<file path="config.mk">
export PLATFORM = sky130hd
export DESIGN_NAME = pc_gen
export DESIGN_NICKNAME = d
export VERILOG_FILES = /design/src/rtl/pc_gen.sv
export SDC_FILE = /design/constraint.sdc
export NUM_CORES = 1
export LEC_CHECK = 0
export ABC_AREA = 1
export ABC_CLOCK_PERIOD_IN_PS = 2100
export CORE_UTILIZATION = 25
export DETAILED_ROUTE_END_ITERATION = 10
export SKIP_LAST_GASP = 1
export SLEW_MARGIN = 10
export SYNTH_ARGS = -nofsm -noshare
export SYNTH_HDL_FRONTEND = slang
export SYNTH_SLANG_ARGS = --single-unit
</file>
<file path="constraint.sdc">
create_clock -name clk -period 2.1 [get_ports clk]
set_input_delay 0.21 -clock clk [delete_from_list [all_inputs] [get_ports clk]]
set_output_delay 0.21 -clock clk [all_outputs]
set_load 0.01 [all_outputs]
</file>
<file path="src/rtl/pc_gen.sv">
// Fetch-stage program-counter generator: boot/run/halt FSM, redirects, trap entry/return, misaligned-target trap.
// Define PC_GEN_PERF_CNT_EN to add saturating seq/redirect/stall counters.
module pc_gen #(
  parameter int unsigned      XLEN         = 32,
  parameter logic [XLEN-1:0]  RESET_VECTOR = 32'h0000_0000,
  parameter logic [XLEN-1:0]  TRAP_VECTOR  = 32'h0000_0100,
  parameter int unsigned      CNT_W        = 32
) (
  input  logic            clk,
  input  logic            rst_n,
  input  logic            stall,
  input  logic            fetch_ready,
  input  logic            is_branch,
  input  logic            is_jump,
  input  logic            is_jalr,
  input  logic            is_trap,
  input  logic            is_mret,
  input  logic            halt_req,
  input  logic            resume,
  input  logic [XLEN-1:0] immed,
  input  logic [XLEN-1:0] rs1_data,
  output logic [XLEN-1:0] pc,
  output logic            pc_valid,
  output logic [XLEN-1:0] pc_plus4,
  output logic [XLEN-1:0] epc,
  output logic            misaligned,
  output logic [XLEN-1:0] bad_addr,
  output logic            halted
`ifdef PC_GEN_PERF_CNT_EN
  ,
  output logic [CNT_W-1:0] seq_cnt,
  output logic [CNT_W-1:0] redir_cnt,
  output logic [CNT_W-1:0] stall_cnt
`endif
);

  typedef enum logic [1:0] {BOOT, RUN, HALTED} state_t;

  state_t                  r_state, w_state_nxt;
  logic [XLEN-1:0]         r_pc, r_epc, r_bad_addr;
  logic                    r_misaligned;
  logic [XLEN-1:0]         w_pc_nxt, w_epc_nxt, w_bad_nxt;
  logic                    w_mis_nxt;
  logic                    w_advance;
  logic                    w_redirect;
  logic signed [XLEN-1:0]  w_immed_s;
  logic [XLEN-1:0]         w_br_tgt, w_jalr_sum, w_jalr_tgt, w_target;

  assign w_immed_s  = signed'(immed);
  assign w_br_tgt   = unsigned'(signed'(r_pc) + w_immed_s);
  assign w_jalr_sum = unsigned'(signed'(rs1_data) + w_immed_s);
  assign w_jalr_tgt = {w_jalr_sum[XLEN-1:1], 1'b0};
  assign w_target   = is_jalr ? w_jalr_tgt : w_br_tgt;
  assign w_redirect = is_jalr | is_jump | is_branch;
  assign w_advance  = (r_state == RUN) && fetch_ready && !stall;

  always_comb begin
    w_state_nxt = r_state;
    w_pc_nxt    = r_pc;
    w_epc_nxt   = r_epc;
    w_bad_nxt   = r_bad_addr;
    w_mis_nxt   = 1'b0;
    case (r_state)
      BOOT: w_state_nxt = RUN;
      RUN: begin
        if (w_advance) begin
          if (halt_req) w_state_nxt = HALTED;
          if (is_trap) begin
            w_epc_nxt = r_pc;
            w_pc_nxt  = TRAP_VECTOR;
          end else if (is_mret) begin
            w_pc_nxt = r_epc;
          end else if (w_redirect) begin
            // A misaligned redirect is taken as a trap and the bad target is kept for the handler.
            if (w_target[1:0] != 2'b00) begin
              w_epc_nxt = r_pc;
              w_bad_nxt = w_target;
              w_pc_nxt  = TRAP_VECTOR;
              w_mis_nxt = 1'b1;
            end else begin
              w_pc_nxt = w_target;
            end
          end else begin
            w_pc_nxt = r_pc + XLEN'(4);
          end
        end
      end
      HALTED: if (resume) w_state_nxt = RUN;
      default: w_state_nxt = BOOT;
    endcase
  end

  always_ff @(posedge clk) begin
    if (!rst_n) begin
      r_state      <= BOOT;
      r_pc         <= RESET_VECTOR;
      r_epc        <= '0;
      r_bad_addr   <= '0;
      r_misaligned <= 1'b0;
    end else begin
      r_state      <= w_state_nxt;
      r_pc         <= w_pc_nxt;
      r_epc        <= w_epc_nxt;
      r_bad_addr   <= w_bad_nxt;
      r_misaligned <= w_mis_nxt;
    end
  end

  assign pc         = r_pc;
  assign pc_plus4   = r_pc + XLEN'(4);
  assign pc_valid   = (r_state == RUN);
  assign halted     = (r_state == HALTED);
  assign epc        = r_epc;
  assign bad_addr   = r_bad_addr;
  assign misaligned = r_misaligned;

`ifdef PC_GEN_PERF_CNT_EN
  logic [CNT_W-1:0] r_seq_cnt, r_redir_cnt, r_stall_cnt;
  logic             w_cnt_seq, w_cnt_redir, w_cnt_stall;

  function automatic logic [CNT_W-1:0] sat_inc(input logic [CNT_W-1:0] v);
    return (&v) ? v : v + 1'b1;
  endfunction

  assign w_cnt_redir = w_advance && (is_trap || is_mret || w_redirect);
  assign w_cnt_seq   = w_advance && !(is_trap || is_mret || w_redirect);
  assign w_cnt_stall = (r_state == RUN) && !w_advance;

  always_ff @(posedge clk) begin
    if (!rst_n) begin
      r_seq_cnt   <= '0;
      r_redir_cnt <= '0;
      r_stall_cnt <= '0;
    end else begin
      if (w_cnt_seq)   r_seq_cnt   <= sat_inc(r_seq_cnt);
      if (w_cnt_redir) r_redir_cnt <= sat_inc(r_redir_cnt);
      if (w_cnt_stall) r_stall_cnt <= sat_inc(r_stall_cnt);
    end
  end

  assign seq_cnt   = r_seq_cnt;
  assign redir_cnt = r_redir_cnt;
  assign stall_cnt = r_stall_cnt;
`endif

endmodule

</file>
* Yosys cells after proc, flatten, opt, wreduce, memory -nomap -nowiden
Cells that the tools add are included.
Operators by class: $add $sub $neg 3, mux-type cells 14, reduce and logical (&&, ||, !) cells 12, eq/ne operators 6, bitwise logic cells 8
Operators with widths (number):
- 2-to-1 mux 32 bit | 9
- adder 32 bit | 2
- adder 32 x 3 -> 32 bit, second input constant | 1
- 2-to-1 mux 2 bit | 3
- != test 2 bit, second input constant | 3
- NOT 1 bit | 6
- case mux 2 bit (3 select lines) | 1
- AND reduction 6 bit | 1
- nonzero test 2 bit | 3
- OR reduction 6 bit | 1
- AND reduction 5 bit | 1
- AND reduction 3 bit | 1
- == test 2 x 1 -> 1 bit, second input constant | 1
- == test 2 bit, second input constant | 1
- logical AND 1 bit | 2
- zero test 2 bit | 1
- != test 2 x 1 -> 1 bit, second input constant | 1
- OR 1 bit | 2
- AND reduction 2 bit | 1
- zero test 1 bit | 1
- 2-to-1 mux 1 bit | 1
Storage, ports and cells: input port bits 75, bits in registers 99, word-level logic and storage cells 48, output and inout port bits 131

* Depth between registers and ports, before layout
depth in word-level cells 7, gate-level depth with buffers 17, mapped depth without buffers 17

* Worst setup path before layout
OpenSTA, ideal clock, no wires.
kind register to register, start point register r_pc[0] (netlist: pc[0]), end point register r_pc[14] (netlist: pc[14]), buffers on the path 0, data required time 1.966 ns, arrival 2.044 ns, setup slack -0.078 ns, library setup time 0.134 ns, clock period less this slack 2.178 ns, cell stages (with the launch flop) 16, cells stage by stage dfxtp_1 -> ha_1 -> fa_1 -> nand3_1 -> nand3_1 -> nand2_1 -> nand2_1 -> nand2_1 -> nand2_1 -> or2_2 -> nand3_1 -> nand2_1 -> nand2_1 -> nand3_1 -> nand2_1 -> a21oi_1
Between the ends: longest elaborated chain between the ends 7, elaborated cells on any way between the ends 8, those cells by class add/sub (2); mux (5); reduce/logical (1)
RTL lines:
- from (decl) | RTL line 40 | logic [XLEN-1:0] r_pc, r_epc, r_bad_addr;
- from (signal assigned) | RTL line 102 | r_pc <= w_pc_nxt;
- adder 32 bit | RTL line 50 | assign w_br_tgt = unsigned'(signed'(r_pc) + w_immed_s);
- 2-to-1 mux 32 bit | RTL line 53 | assign w_target = is_jalr ? w_jalr_tgt : w_br_tgt;
- nonzero test 2 bit | RTL line 75 | if (w_target[1:0] != 2'b00) begin
- 2-to-1 mux 32 bit | RTL line 75
- 2-to-1 mux 32 bit (*) | RTL line 73 | end else if (w_redirect) begin
- 2-to-1 mux 32 bit (*) | RTL line 71 | end else if (is_mret) begin
- 2-to-1 mux 32 bit (*) | RTL line 68 | if (is_trap) begin
Mark *: on every way between the ends. The rest lies on a longest branch, timed or not. A chain may end at the register's enable or synchronous reset.

* Final worst setup path
start point register r_pc[0] (netlist: pc[0]), end point register r_pc[27] (netlist: pc[27])
The elaborated chain is that of the path after synthesis.

==> summary.log <==
INFO  finish         syn_to_final_growth=85.3%
INFO  power_and_ir_drop total_power=6.52mW
INFO  finish         finalNetCount=2595
INFO  finish         final_cells=2985
INFO  die            dieArea=0.0414mm^2
INFO  logic_synthesis ys_types=45
INFO  status         failed_checks=negative setup slack
INFO  setup_path     critical_path_arrival=2.63ns
INFO  logic_synthesis postSynthCellCount=1862
INFO  die            core.rowCount=73
INFO  setup_path     crit_path_top_delay_cell=fa_2
INFO  global_routing wire_length_of_the_first_global_routing_pass=75100um
INFO  drt            wl=50900um
INFO  setup_path     critical_path.cell_chain=ha_4 > fa_2 > nand2_2 > nand2_2 > a21oi_2 > inv_2 > buf_4 > nor2_4 > buf_12 > buf_12 > nand3_1 > nand2_1 > nand2_1 > a21oi_1
INFO  global_routing grtUsageTotal=23.6%
INFO  setup_path     r2r-start=pc[0]$_SDFFE_PN0P_
INFO  logic_synthesis synth.cell_area=0.0101mm^2
INFO  status         status=complete, but fails checks
INFO  finish         share_of_final_layout_standard_cells_stronger_than_drive_strength_1=34.8%
INFO  place          dp_cells=2857
INFO  sta            grt_setup_unrepaired=yes
INFO  setup_path     delay_heaviest_family_cp=adder cells
INFO  min_path       hold_class=in -> reg
INFO  clock_network  clk_pin_slew=0.08ns
INFO  die            die-height=203um
INFO  sta            period_minus_slack=2.35ns
INFO  logic_synthesis post_synthesis_register_bit_count=99
INFO  setup_path     critical_path.reg2reg.endpoint=pc[27]$_SDFFE_PN0P_
INFO  clock_network  cts_tree=built
INFO  flow_run       max_cap_viol_count=0
INFO  logic_synthesis syn-mean-instance-area=5.45um^2
INFO  sta            hold-worst-slack=0.435ns
INFO  sta            layout_worst_path_cycle_share=112%
INFO  global_routing first_global_vias=13607
INFO  logic_synthesis synth_common_cells=nand2_1, inv_1, nor2_1, a21oi_1, nand3_1
INFO  setup_path     criticalPathCategory=reg -> reg
INFO  setup_path     reg2reg_depth=14
INFO  drt            vias=14004
INFO  power_and_ir_drop vdd_drop_max=0.000362V
INFO  sta            slew_viol_final=0
INFO  sta            timing_worst_slew_pin_value=0.464ns
INFO  sta            timing_hold_violations_final=0
INFO  min_path       min_from=immed[0]
INFO  setup_path     reg2reg_slack=-0.25ns
INFO  drt            wl_met1=22000um
INFO  die            coreArea=0.0399mm^2
INFO  clock_network  clockRootBuffer=clkbuf_16
INFO  drt            met2_length=24500um
INFO  setup_path     critPathCaptureType=flop
INFO  global_routing grt-ovfl-total=0
INFO  sta            setup_viol_count_final=109
INFO  finish         utilization=47.1%
INFO  drt            wl_per_cell=17.1um
INFO  logic_synthesis synthMostInstantiatedCell=nand2_1
INFO  global_routing grt_start_max_net_pins=53
INFO  logic_synthesis yosys.area.top_type=nand2_1
INFO  drt            routed.top_layer=met4
INFO  global_routing grt_antenna_before_repair=0
INFO  power_and_ir_drop power_per_cell_area=347mW/mm^2
INFO  drt            ant_nets=0
INFO  setup_path     cp-startpoint=pc[0]$_SDFFE_PN0P_
INFO  clock_network  htree_num_levels=3
INFO  sta            timing.final.ws_setup=-0.248ns
INFO  clock_network  cts_max_path_buffers=2
INFO  drt            detailroute.wirelength.met3=2850um
INFO  setup_path     critPathMaxStageDelay=0.44ns
INFO  logic_synthesis synth_async_sr_flop_share=0%
INFO  place          gpl.final_weighted_congestion=0.920
INFO  setup_path     critPathLaunchType=flop
INFO  setup_path     timing.critical_path.to=pc[27]$_SDFFE_PN0P_
INFO  place          port_buffers=205
INFO  logic_synthesis postSynthNetCount=2001
INFO  drt            drt_iter0_drc=875
INFO  sta            totalNegativeSetupSlack=-15.69ns
INFO  drt            drc=0
INFO  drt            first_pass_iters=5
INFO  logic_synthesis synth.yosys.seq_area_share=19.5%
INFO  setup_path     path_depth=14
INFO  clock_network  insertion_delay=0.37ns
INFO  power_and_ir_drop leakagePower=9.69nW
INFO  finish         antennaDiodeCount=0
INFO  sta            timing.max_slew.rel_slack=69.0%
INFO  place          detailedPlacementHpwl=38200um
INFO  logic_synthesis synthTopCellsByArea=nand2_1, dfxtp_1, inv_1, ha_1, a21oi_1
INFO  die            die_width=203um
INFO  clock_network  clock_sinks=99
INFO  logic_synthesis top_flip_flop_cell_by_instance_count_after_synthesis=dfxtp_1
INFO  setup_path     cp_num_buf_inv=4
INFO  logic_synthesis post-synth-top-area-fraction=24.3%
INFO  clock_network  cts_buf_count=9
INFO  sta            fmax=426MHz
INFO  die            io_pins=206
INFO  setup_path     cp_max_fo=7
INFO  die            start_util=25.4%
INFO  sta            finClkSkew=0.0157ns
INFO  drt            routed_via_density=4.69
INFO  logic_synthesis synth-edff-count=0
INFO  setup_path     critical_path_required=2.38ns
INFO  logic_synthesis yosys_warnings=0
-- state kept, by name, indices dropped and copies added (netlist names) --
signal,cells
pc,32
misaligned,1
r_state,2
epc,32
bad_addr,32
-- per-layer routing --
metal	GRT usage [%]	up-vias
li1	-	7001
met1	29.6	6494
met2	41.0	425
met3	3.80	84
met4	7.57	0
met5	0	-
-- through the flow --
| step | setup slack, ns | instance area [um^2] |
|---|---|---|
| after global placement | -1.06 | 15100 |
| final | -0.248 | 18800 |
| after global routing | -0.328 | 18800 |
| after CTS | -0.232 | 17800 |
| after floorplan | 0.00460 | 10200 |
| after detailed placement | -0.898 | 15100 |
-- cells in the final DEF, fill, tap and decap left out, drive strengths merged, types with 10 or more instances in the layout --
cell	count
nor4	11
nand4	10
o21ai	103
nor3	20
ha	62
nor2	178
inv	343
nand3	132
clkdlybuf4s50	152
xor2	13
dfxtp	99
nand2	658
buf	441
dlygate4sd2	28
a21oi	139
clkbuf	17
-- cell families (layout without fill, tap and decap cells) --
kind of cell	count (synthesis)	after routing	share of synthesized area, %
xor gates and xnor gates	19	19	1.71
AOI/OAI and AO/OA	265	265	13.8
buffers and inverters	390	988	14.8
and+or+nand+nor	1025	1025	42.1
DFF	99	99	19.5
adders and majority gates	64	64	8.04
-- worst reg2reg max path, stage by stage, from the launching register on --
cell	delay, ns
dfxtp_4	0.37
ha_4	0.17
fa_2	0.44
nand2_2	0.09
nand2_2	0.06
a21oi_2	0.14
inv_2	0.07
buf_4	0.14
nor2_4	0.16
buf_12	0.17
buf_12	0.14
nand3_1	0.11
nand2_1	0.07
nand2_1	0.04
a21oi_1	0.12
-- what timing repair did --
action | CTS | global route
hold buffers | 0 | 0
hold endpoints to repair | 0 | 0
buffers inserted | 71 | 36
gates resized for setup | 492 | 231
setup endpoints to repair | 123 | 120
pin swaps | 106 | 100
gates cloned | 11 | 2
-- layout make-up --
type / count / area, um^2
Clock buffer: 10 / 239
Tap cell: 525 / 657
Inverter: 344 / 1330
Clock inverter: 5 / 86.3
Multi-Input combinational cell: 1373 / 8620
Fill cell: 3980 / 21100
Sequential cell: 99 / 2050
Timing Repair Buffer: 629 / 5830
-- how the worst min path moves through the flow --
stage,end,slack [ns],depth (start not counted)
final,bad_addr[0]$_SDFFE_PN0P_,0.44,4
after global routing,bad_addr[0]$_SDFFE_PN0P_,0.45,4
after CTS,bad_addr[0]$_SDFFE_PN0P_,0.42,4
after detailed placement,bad_addr[15]$_SDFFE_PN0P_,0.49,2
after global placement,bad_addr[15]$_SDFFE_PN0P_,0.48,2
after floorplan,r_state[1]$_SDFFE_PN0P_,0.37,2
-- power breakdown --
| group | switching [mW] | leakage [nW] | internal [mW] |
|---|---|---|---|
| registers | 0.0586 | 0.819 | 1.91 |
| clock network | 0.825 | 0.153 | 1.08 |
| logic | 1.42 | 8.72 | 1.22 |
| total | 2.31 | 9.69 | 4.21 |
No activity file was read; power rests on OpenSTA's default activity.
